[src/rtl/dmem_pkg.sv]
// Shared definitions for the data-memory arbiter slice.
// Contents: default data/address widths, the starvation counter width and
// the port-index enum used to steer the single RAM port.
package dmem_pkg;

  localparam int unsigned DATA_W = 16;
  localparam int unsigned ADDR_W = 4;
  localparam int unsigned CNT_W  = 4;

  typedef enum logic {
    PORT_C = 1'b0,
    PORT_H = 1'b1
  } port_e;

endpackage

[src/rtl/dmem_arbiter_if.sv]
// Bus bundle between the two requesters (core C, host H) and the arbiter.
// Ports (per side): req, we, addr, wdata in; gnt, rvalid, rdata out;
// plus the starve_cnt debug output.
// Modports: master = requester side (testbench / core+host), slave = arbiter.
interface dmem_arbiter_if
  import dmem_pkg::*;
#(
  parameter int unsigned DW = DATA_W,
  parameter int unsigned AW = ADDR_W
);

  logic              c_req;
  logic              c_we;
  logic [AW-1:0]     c_addr;
  logic [DW-1:0]     c_wdata;
  logic              c_gnt;
  logic              c_rvalid;
  logic [DW-1:0]     c_rdata;

  logic              h_req;
  logic              h_we;
  logic [AW-1:0]     h_addr;
  logic [DW-1:0]     h_wdata;
  logic              h_gnt;
  logic              h_rvalid;
  logic [DW-1:0]     h_rdata;

  logic [CNT_W-1:0]  starve_cnt;

  modport master (
    output c_req, c_we, c_addr, c_wdata,
    input  c_gnt, c_rvalid, c_rdata,
    output h_req, h_we, h_addr, h_wdata,
    input  h_gnt, h_rvalid, h_rdata,
    input  starve_cnt
  );

  modport slave (
    input  c_req, c_we, c_addr, c_wdata,
    output c_gnt, c_rvalid, c_rdata,
    input  h_req, h_we, h_addr, h_wdata,
    output h_gnt, h_rvalid, h_rdata,
    output starve_cnt
  );

endinterface

[src/rtl/dmem_sp_ram.sv]
// Single-port synchronous RAM, 2**ADDR_W words of DATA_W bits.
// Ports: clk, rst_n (async active-low, clears every word and rdata),
//        en (access this cycle), we (1 = write), addr, wdata, rdata (registered,
//        updated only on enabled reads, otherwise holds).
module dmem_sp_ram #(
  parameter int unsigned DATA_W = 16,
  parameter int unsigned ADDR_W = 4
) (
  input  logic              clk,
  input  logic              rst_n,
  input  logic              en,
  input  logic              we,
  input  logic [ADDR_W-1:0] addr,
  input  logic [DATA_W-1:0] wdata,
  output logic [DATA_W-1:0] rdata
);

  localparam int unsigned Depth = 2 ** ADDR_W;

  logic [DATA_W-1:0] mem_q [Depth];
  logic [DATA_W-1:0] rdata_q;

  always_ff @(posedge clk or negedge rst_n) begin
    if (!rst_n) begin
      for (int i = 0; i < Depth; i++) begin
        mem_q[i] <= '0;
      end
      rdata_q <= '0;
    end else if (en) begin
      if (we) begin
        mem_q[addr] <= wdata;
      end else begin
        rdata_q <= mem_q[addr];
      end
    end
  end

  assign rdata = rdata_q;

endmodule

[src/rtl/dmem_arbiter.sv]
// Two-port arbiter in front of a private single-port data memory.
// Core (C) has fixed priority; the host (H) is forced a grant once it has been
// denied STARVE_MAX consecutive cycles. One access per cycle, reads return one
// cycle after the grant with a single rvalid pulse on the owning port.
// Ports: clk, sys_rst_n (async active-low), bus (slave modport: per-port
//        req/we/addr/wdata in, gnt/rvalid/rdata out, starve_cnt debug out).
module dmem_arbiter
  import dmem_pkg::*;
#(
  parameter int unsigned STARVE_MAX = 4
) (
  input  logic           clk,
  input  logic           sys_rst_n,
  dmem_arbiter_if.slave  bus
);

  localparam logic [CNT_W-1:0] StarveMax = CNT_W'(STARVE_MAX);

  logic              force_h;
  logic              h_gnt;
  logic              c_gnt;
  port_e             owner;

  logic              ram_en;
  logic              ram_we;
  logic [ADDR_W-1:0] ram_addr;
  logic [DATA_W-1:0] ram_wdata;
  logic [DATA_W-1:0] ram_rdata;

  logic [CNT_W-1:0]  starve_q, starve_d;
  logic              c_rvalid_q, h_rvalid_q;
  logic [DATA_W-1:0] c_hold_q, h_hold_q;

  // Grants are combinational; reset gates them so nothing is issued while the
  // memory is being cleared.
  always_comb begin
    force_h = bus.h_req && (starve_q == StarveMax);
    h_gnt   = sys_rst_n && bus.h_req && (!bus.c_req || force_h);
    c_gnt   = sys_rst_n && bus.c_req && !h_gnt;
    owner   = h_gnt ? PORT_H : PORT_C;
  end

  always_comb begin
    ram_en    = c_gnt || h_gnt;
    ram_we    = 1'b0;
    ram_addr  = '0;
    ram_wdata = '0;
    unique case (owner)
      PORT_C: begin
        ram_we    = bus.c_we;
        ram_addr  = bus.c_addr;
        ram_wdata = bus.c_wdata;
      end
      PORT_H: begin
        ram_we    = bus.h_we;
        ram_addr  = bus.h_addr;
        ram_wdata = bus.h_wdata;
      end
      default: ;
    endcase
  end

  // Saturation at StarveMax is normally unreachable because the force takes
  // effect at that count, but it keeps the counter bounded regardless.
  always_comb begin
    starve_d = '0;
    if (bus.h_req && !h_gnt) begin
      starve_d = (starve_q == StarveMax) ? starve_q : starve_q + 1'b1;
    end
  end

  always_ff @(posedge clk or negedge sys_rst_n) begin
    if (!sys_rst_n) begin
      starve_q   <= '0;
      c_rvalid_q <= 1'b0;
      h_rvalid_q <= 1'b0;
      c_hold_q   <= '0;
      h_hold_q   <= '0;
    end else begin
      starve_q   <= starve_d;
      c_rvalid_q <= c_gnt && !bus.c_we;
      h_rvalid_q <= h_gnt && !bus.h_we;
      // Capture the shared RAM output while it belongs to a port so that
      // port's rdata keeps its value after the other port reads.
      if (c_rvalid_q) c_hold_q <= ram_rdata;
      if (h_rvalid_q) h_hold_q <= ram_rdata;
    end
  end

  dmem_sp_ram #(
    .DATA_W (DATA_W),
    .ADDR_W (ADDR_W)
  ) u_ram (
    .clk   (clk),
    .rst_n (sys_rst_n),
    .en    (ram_en),
    .we    (ram_we),
    .addr  (ram_addr),
    .wdata (ram_wdata),
    .rdata (ram_rdata)
  );

  assign bus.c_gnt      = c_gnt;
  assign bus.h_gnt      = h_gnt;
  assign bus.c_rvalid   = c_rvalid_q;
  assign bus.h_rvalid   = h_rvalid_q;
  assign bus.c_rdata    = c_rvalid_q ? ram_rdata : c_hold_q;
  assign bus.h_rdata    = h_rvalid_q ? ram_rdata : h_hold_q;
  assign bus.starve_cnt = starve_q;

endmodule

[src/flat_wrapper.sv]
// flat-port wrapper written by rule: the top's interface ports become plain ports
module dmem_arbiter_flat import dmem_pkg::*;
#(
  parameter int unsigned STARVE_MAX = 4
)
  (clk, sys_rst_n, bus_c_req, bus_c_we, bus_c_addr, bus_c_wdata, bus_c_gnt, bus_c_rvalid, bus_c_rdata, bus_h_req, bus_h_we, bus_h_addr, bus_h_wdata, bus_h_gnt, bus_h_rvalid, bus_h_rdata, bus_starve_cnt);
  dmem_arbiter_if #(.DW(DATA_W), .AW(ADDR_W)) bus_i ();
  input  logic clk;
  input  logic sys_rst_n;
  input wire logic [$bits(bus_i.c_req)-1:0] bus_c_req;
  input wire logic [$bits(bus_i.c_we)-1:0] bus_c_we;
  input wire logic [$bits(bus_i.c_addr)-1:0] bus_c_addr;
  input wire logic [$bits(bus_i.c_wdata)-1:0] bus_c_wdata;
  output wire logic [$bits(bus_i.c_gnt)-1:0] bus_c_gnt;
  output wire logic [$bits(bus_i.c_rvalid)-1:0] bus_c_rvalid;
  output wire logic [$bits(bus_i.c_rdata)-1:0] bus_c_rdata;
  input wire logic [$bits(bus_i.h_req)-1:0] bus_h_req;
  input wire logic [$bits(bus_i.h_we)-1:0] bus_h_we;
  input wire logic [$bits(bus_i.h_addr)-1:0] bus_h_addr;
  input wire logic [$bits(bus_i.h_wdata)-1:0] bus_h_wdata;
  output wire logic [$bits(bus_i.h_gnt)-1:0] bus_h_gnt;
  output wire logic [$bits(bus_i.h_rvalid)-1:0] bus_h_rvalid;
  output wire logic [$bits(bus_i.h_rdata)-1:0] bus_h_rdata;
  output wire logic [$bits(bus_i.starve_cnt)-1:0] bus_starve_cnt;
  assign bus_i.c_req = bus_c_req;
  assign bus_i.c_we = bus_c_we;
  assign bus_i.c_addr = bus_c_addr;
  assign bus_i.c_wdata = bus_c_wdata;
  assign bus_c_gnt = bus_i.c_gnt;
  assign bus_c_rvalid = bus_i.c_rvalid;
  assign bus_c_rdata = bus_i.c_rdata;
  assign bus_i.h_req = bus_h_req;
  assign bus_i.h_we = bus_h_we;
  assign bus_i.h_addr = bus_h_addr;
  assign bus_i.h_wdata = bus_h_wdata;
  assign bus_h_gnt = bus_i.h_gnt;
  assign bus_h_rvalid = bus_i.h_rvalid;
  assign bus_h_rdata = bus_i.h_rdata;
  assign bus_starve_cnt = bus_i.starve_cnt;
  dmem_arbiter #(.STARVE_MAX(STARVE_MAX)) u_core (.clk(clk), .sys_rst_n(sys_rst_n), .bus(bus_i));
endmodule
[config.mk]
export PLATFORM = sky130hd
export DESIGN_NAME = dmem_arbiter_flat
export DESIGN_NICKNAME = d
export VERILOG_FILES = /design/src/rtl/dmem_pkg.sv /design/src/rtl/dmem_arbiter_if.sv /design/src/rtl/dmem_sp_ram.sv /design/src/rtl/dmem_arbiter.sv /design/src/flat_wrapper.sv
export SDC_FILE = /design/constraint.sdc
export NUM_CORES = 1
export LEC_CHECK = 0
export CAP_MARGIN = 40
export CORE_ASPECT_RATIO = 1.25
export CORE_MARGIN = 2
export CORE_UTILIZATION = 40
export CTS_BUF_LIST = sky130_fd_sc_hd__clkbuf_16
export CTS_CLUSTER_SIZE = 12
export DETAILED_ROUTE_END_ITERATION = 7
export PLACE_DENSITY_LB_ADDON = 0.25
export SYNTH_ARGS = -nofsm -noshare
export SYNTH_HDL_FRONTEND = slang
export SYNTH_SLANG_ARGS = --single-unit
[constraint.sdc]
create_clock -name clk -period 2.6 [get_ports clk]
set_clock_uncertainty 0.1 [all_clocks]
set_input_delay 0.65 -clock clk [delete_from_list [all_inputs] [get_ports clk]]
set_output_delay 0.65 -clock clk [all_outputs]
set_load 0.05 [all_outputs]
==> metrics.yaml <==
pwr:
  p_comb_share_pct: 28.2
  ir_drop_mv: 0.514
  p_total_w: 0.0158
  netSwitchingFraction_pct: 34.5
  internal_power_w: 0.0103
  seqPwrFrac_pct: 45.8
  power.density_mw_per_mm2: 794
  p_leak_nw: 8.40
  power.switching_w: 0.00544
  pwr-share-clk_pct: 26.0
final_layout:
  layout-drive-gt1-share_pct: 35.1
  syn_to_final_growth_pct: 41.9
  fin_nets: 1745
  fin_util_pct: 57.5
placed_design:
  dpl.hpwl_mm: 30.6
  io_buffers: 85
  routabilityCongestion: 0.878
detailed_routing:
  vias: 13000
  drt_wl_total_mm: 52.3
  wl_per_cell_um: 24.0
  vias_per_cell: 5.94
  drt_pass1_iterations: 5
  drt_iter0_drc: 1194
  ant_nets: 0
  drc: 0
flow_run:
  maxCapViolations: 0
synth:
  synth_top_area_share_pct: 55.4
  ys_types: 42
  synth_edf_count: 0
  avgSynthCellArea_um2: 9.52
  ys_seq_elements: 310
  syn-instance-count: 1470
  synthTopCellsByCount: "o21ai_0 (399), dfrtp_1 (310), nand2_1 (201)"
  synthArstFlopShare_pct: 100
  synthFlopType: "dfrtp_1"
  synthTopCellsByArea: "dfrtp_1 (55%), o21ai_0 (14%), nand2_1 (5.4%)"
  synth-warning-count: 0
  syn-num-nets: 1518
  synth-seq-area-share_pct: 55.4
  yosysTopAreaCell: "dfrtp_1"
  syn_area_mm2: 0.0140
  synth.most_common_cell: "o21ai_0"
cts:
  cts-root-buf: "clkbuf_16"
  cts.htree.levels: 1
  cts_inserted_buffers: 31
  clk_pin_slew_ns: 0.07
  cts_tree: "done"
  cts.sinks: 310
  clk_latency_ns: 0.59
  cts_buffer_depth: 3
floorplan:
  boundaryPins: 86
  core_area_mm2: 0.0345
  die_area_mm2: 0.0365
  dieHeight_um: 213
  row_count: 76
  fp.dieW_um: 171
  initial_core_util_pct: 40.5
global_route:
  overflow: 0
  grt_pass1_vias: 12300
  grt_antenna_before_repair: 1
  grt_pass1_wl_mm: 75.2
  grt_max_degree: 146
  grtUsageTotal_pct: 27.4
worst_setup_path:
  slowest_delay_ns: 0.36
  cp_slowest_cell: "dfrtp_2"
  critPathRequiredTime_ns: 1.85
  end_kind: "output pin"
  cp_top_family: "buffers and inverters"
  worstPathMaxFanout: 3
  worstSetupPathType: "reg -> out"
  worst-endpoint-arrival_ns: 2.10
  start_kind: "flop"
  cp_num_buf_inv: 4
  timing.reg2reg.setup_slack_ns: -0.23
  path_cells: "inv_2 -> ha_4 -> and3b_2 -> o21ai_4 -> buf_8 -> clkinvlp_4 -> nor2_4 -> buf_12"
timing:
  whs_ns: 0.00314
  period_share_pct: 110
  drv_slew: 0
  fin_crit_ns: 2.85
  tightestPinTransition_ns: 0.810
  rsz0062_at_grt: "yes"
  fmax_mhz: 350
  setup_viol: 163
  hold_viol: 0
  fin_setup_tns_ns: -10.08
  fin_ws_ns: -0.253
  relSlewSlack_pct: 46.0
min_path:
  hold_class: "in -> async"
status:
  status: "complete, but fails checks"
  violations: "negative setup slack"
## power by group through the flow
stage	Sequential [W]	Clock (W)	Combinational [W]
2_1_floorplan	0.00677	0	0.00253
3_3_place_gp	0.00704	0	0.00375
3_5_place_dp	0.00708	0	0.00385
4_1_cts	0.00705	0.00413	0.00406
5_1_grt	0.00735	0.00434	0.00483
6_report	0.00722	0.00410	0.00445
## cells by family (layout without fill, tap and decap cells)
family | Yosys count | in the layout | synth area share [%]
flip-flops | 310 | 310 | 55.4
XOR/XNOR | 2 | 2 | 0.125
multiplexers | 53 | 53 | 4.09
buffers and inverters | 152 | 394 | 4.83
AND/OR/NAND/NOR | 340 | 340 | 10.4
adder cells (fa/ha/maj) | 2 | 2 | 0.179
AO/OA/AOI/OAI | 611 | 611 | 24.9
other | 0 | 1 | 0
## repair_timing
item / CTS / global route
gates cloned: 17 / 11
hold endpoints to repair: 16 / 0
buffers inserted: 28 / 26
hold buffers: 2 / 0
setup endpoints to repair: 221 / 274
gates resized for setup: 189 / 272
pin swaps: 46 / 75
## worst paths after layout
kind,from,end,depth (start not counted)
worst max register to register,u_core.bus.starve_cnt[0],u_core.u_ram.rdata[6],12
worst max-delay path,u_core.bus.starve_cnt[0],bus_c_gnt,8
max in group asynchronous,sys_rst_n,u_core.h_hold_q[2],4
worst min-delay path,sys_rst_n,u_core.bus.starve_cnt[3],3
min in group clk,u_core.u_ram.mem_q[26],u_core.u_ram.mem_q[26],2
worst min register to register,u_core.u_ram.mem_q[26],u_core.u_ram.mem_q[26],2
## worst reg2reg max path: stages (launching register included)
cell and delay (ns):
dfrtp_2 0.40, inv_2 0.08, ha_4 0.14, and3b_2 0.23, buf_6 0.14, buf_4 0.12, o22ai_4 0.09, buf_4 0.23
o21ai_0 0.33, a41oi_1 0.23, nor4_2 0.37, buf_4 0.19, o21ai_1 0.05
## metrics by stage
step / cell area, um^2 / cells / setup slack (ns)
global route: 19900 / 2181 / -0.314
finish: 19900 / 2181 / -0.253
detailed placement: 16700 / 2061 / -0.595
CTS: 18700 / 2156 / -0.297
global placement: 16600 / 2059 / -0.603
floorplan: 14100 / 1470 / -0.485
## area by class of cell
| type | instances | area [um^2] |
|---|---|---|
| Fill cell | 2863 | 14700 |
| Sequential cell | 310 | 7760 |
| Multi-Input combinational cell | 1008 | 6760 |
| Timing Repair Buffer | 340 | 3850 |
| Clock buffer | 31 | 776 |
| Tap cell | 468 | 586 |
| Clock inverter | 17 | 96.3 |
| Inverter | 6 | 26.3 |
| Antenna cell | 1 | 2.50 |
## cells in the final DEF, fill, tap and decap left out, types with 43 or more instances in the layout
master             n
a21oi_1           50
buf_12            43
buf_4            168
buf_6             48
clkdlybuf4s50_1   44
dfrtp_1          308
nand2_1          168
nor2_1            45
o21ai_0          305
o21ai_1           87
o21ai_2           55
## flip-flops by register name, indices dropped and copies added (netlist names)
| register | flops |
|---|---|
| u_core.h_hold_q | 16 |
| u_core.u_ram.mem_q | 256 |
| u_core.bus.c_rvalid | 1 |
| u_core.bus.h_rvalid | 1 |
| u_core.c_hold_q | 16 |
| u_core.u_ram.rdata | 16 |
| u_core.bus.starve_cnt | 4 |
## routing by layer
layer  GRT usage [%]  part of all wire (%)  vias to the layer above  wire length [um]
met5               0                     0                        -                 0
met4            12.5                   6.0                        0              3120
met3            4.93                   7.9                      185              4120
met2            43.6                    47                      643             24400
met1            36.4                    40                     6450             20700
li1                -                     -                     5676                 -
Note: power is estimated with default switching activity, not from simulation.
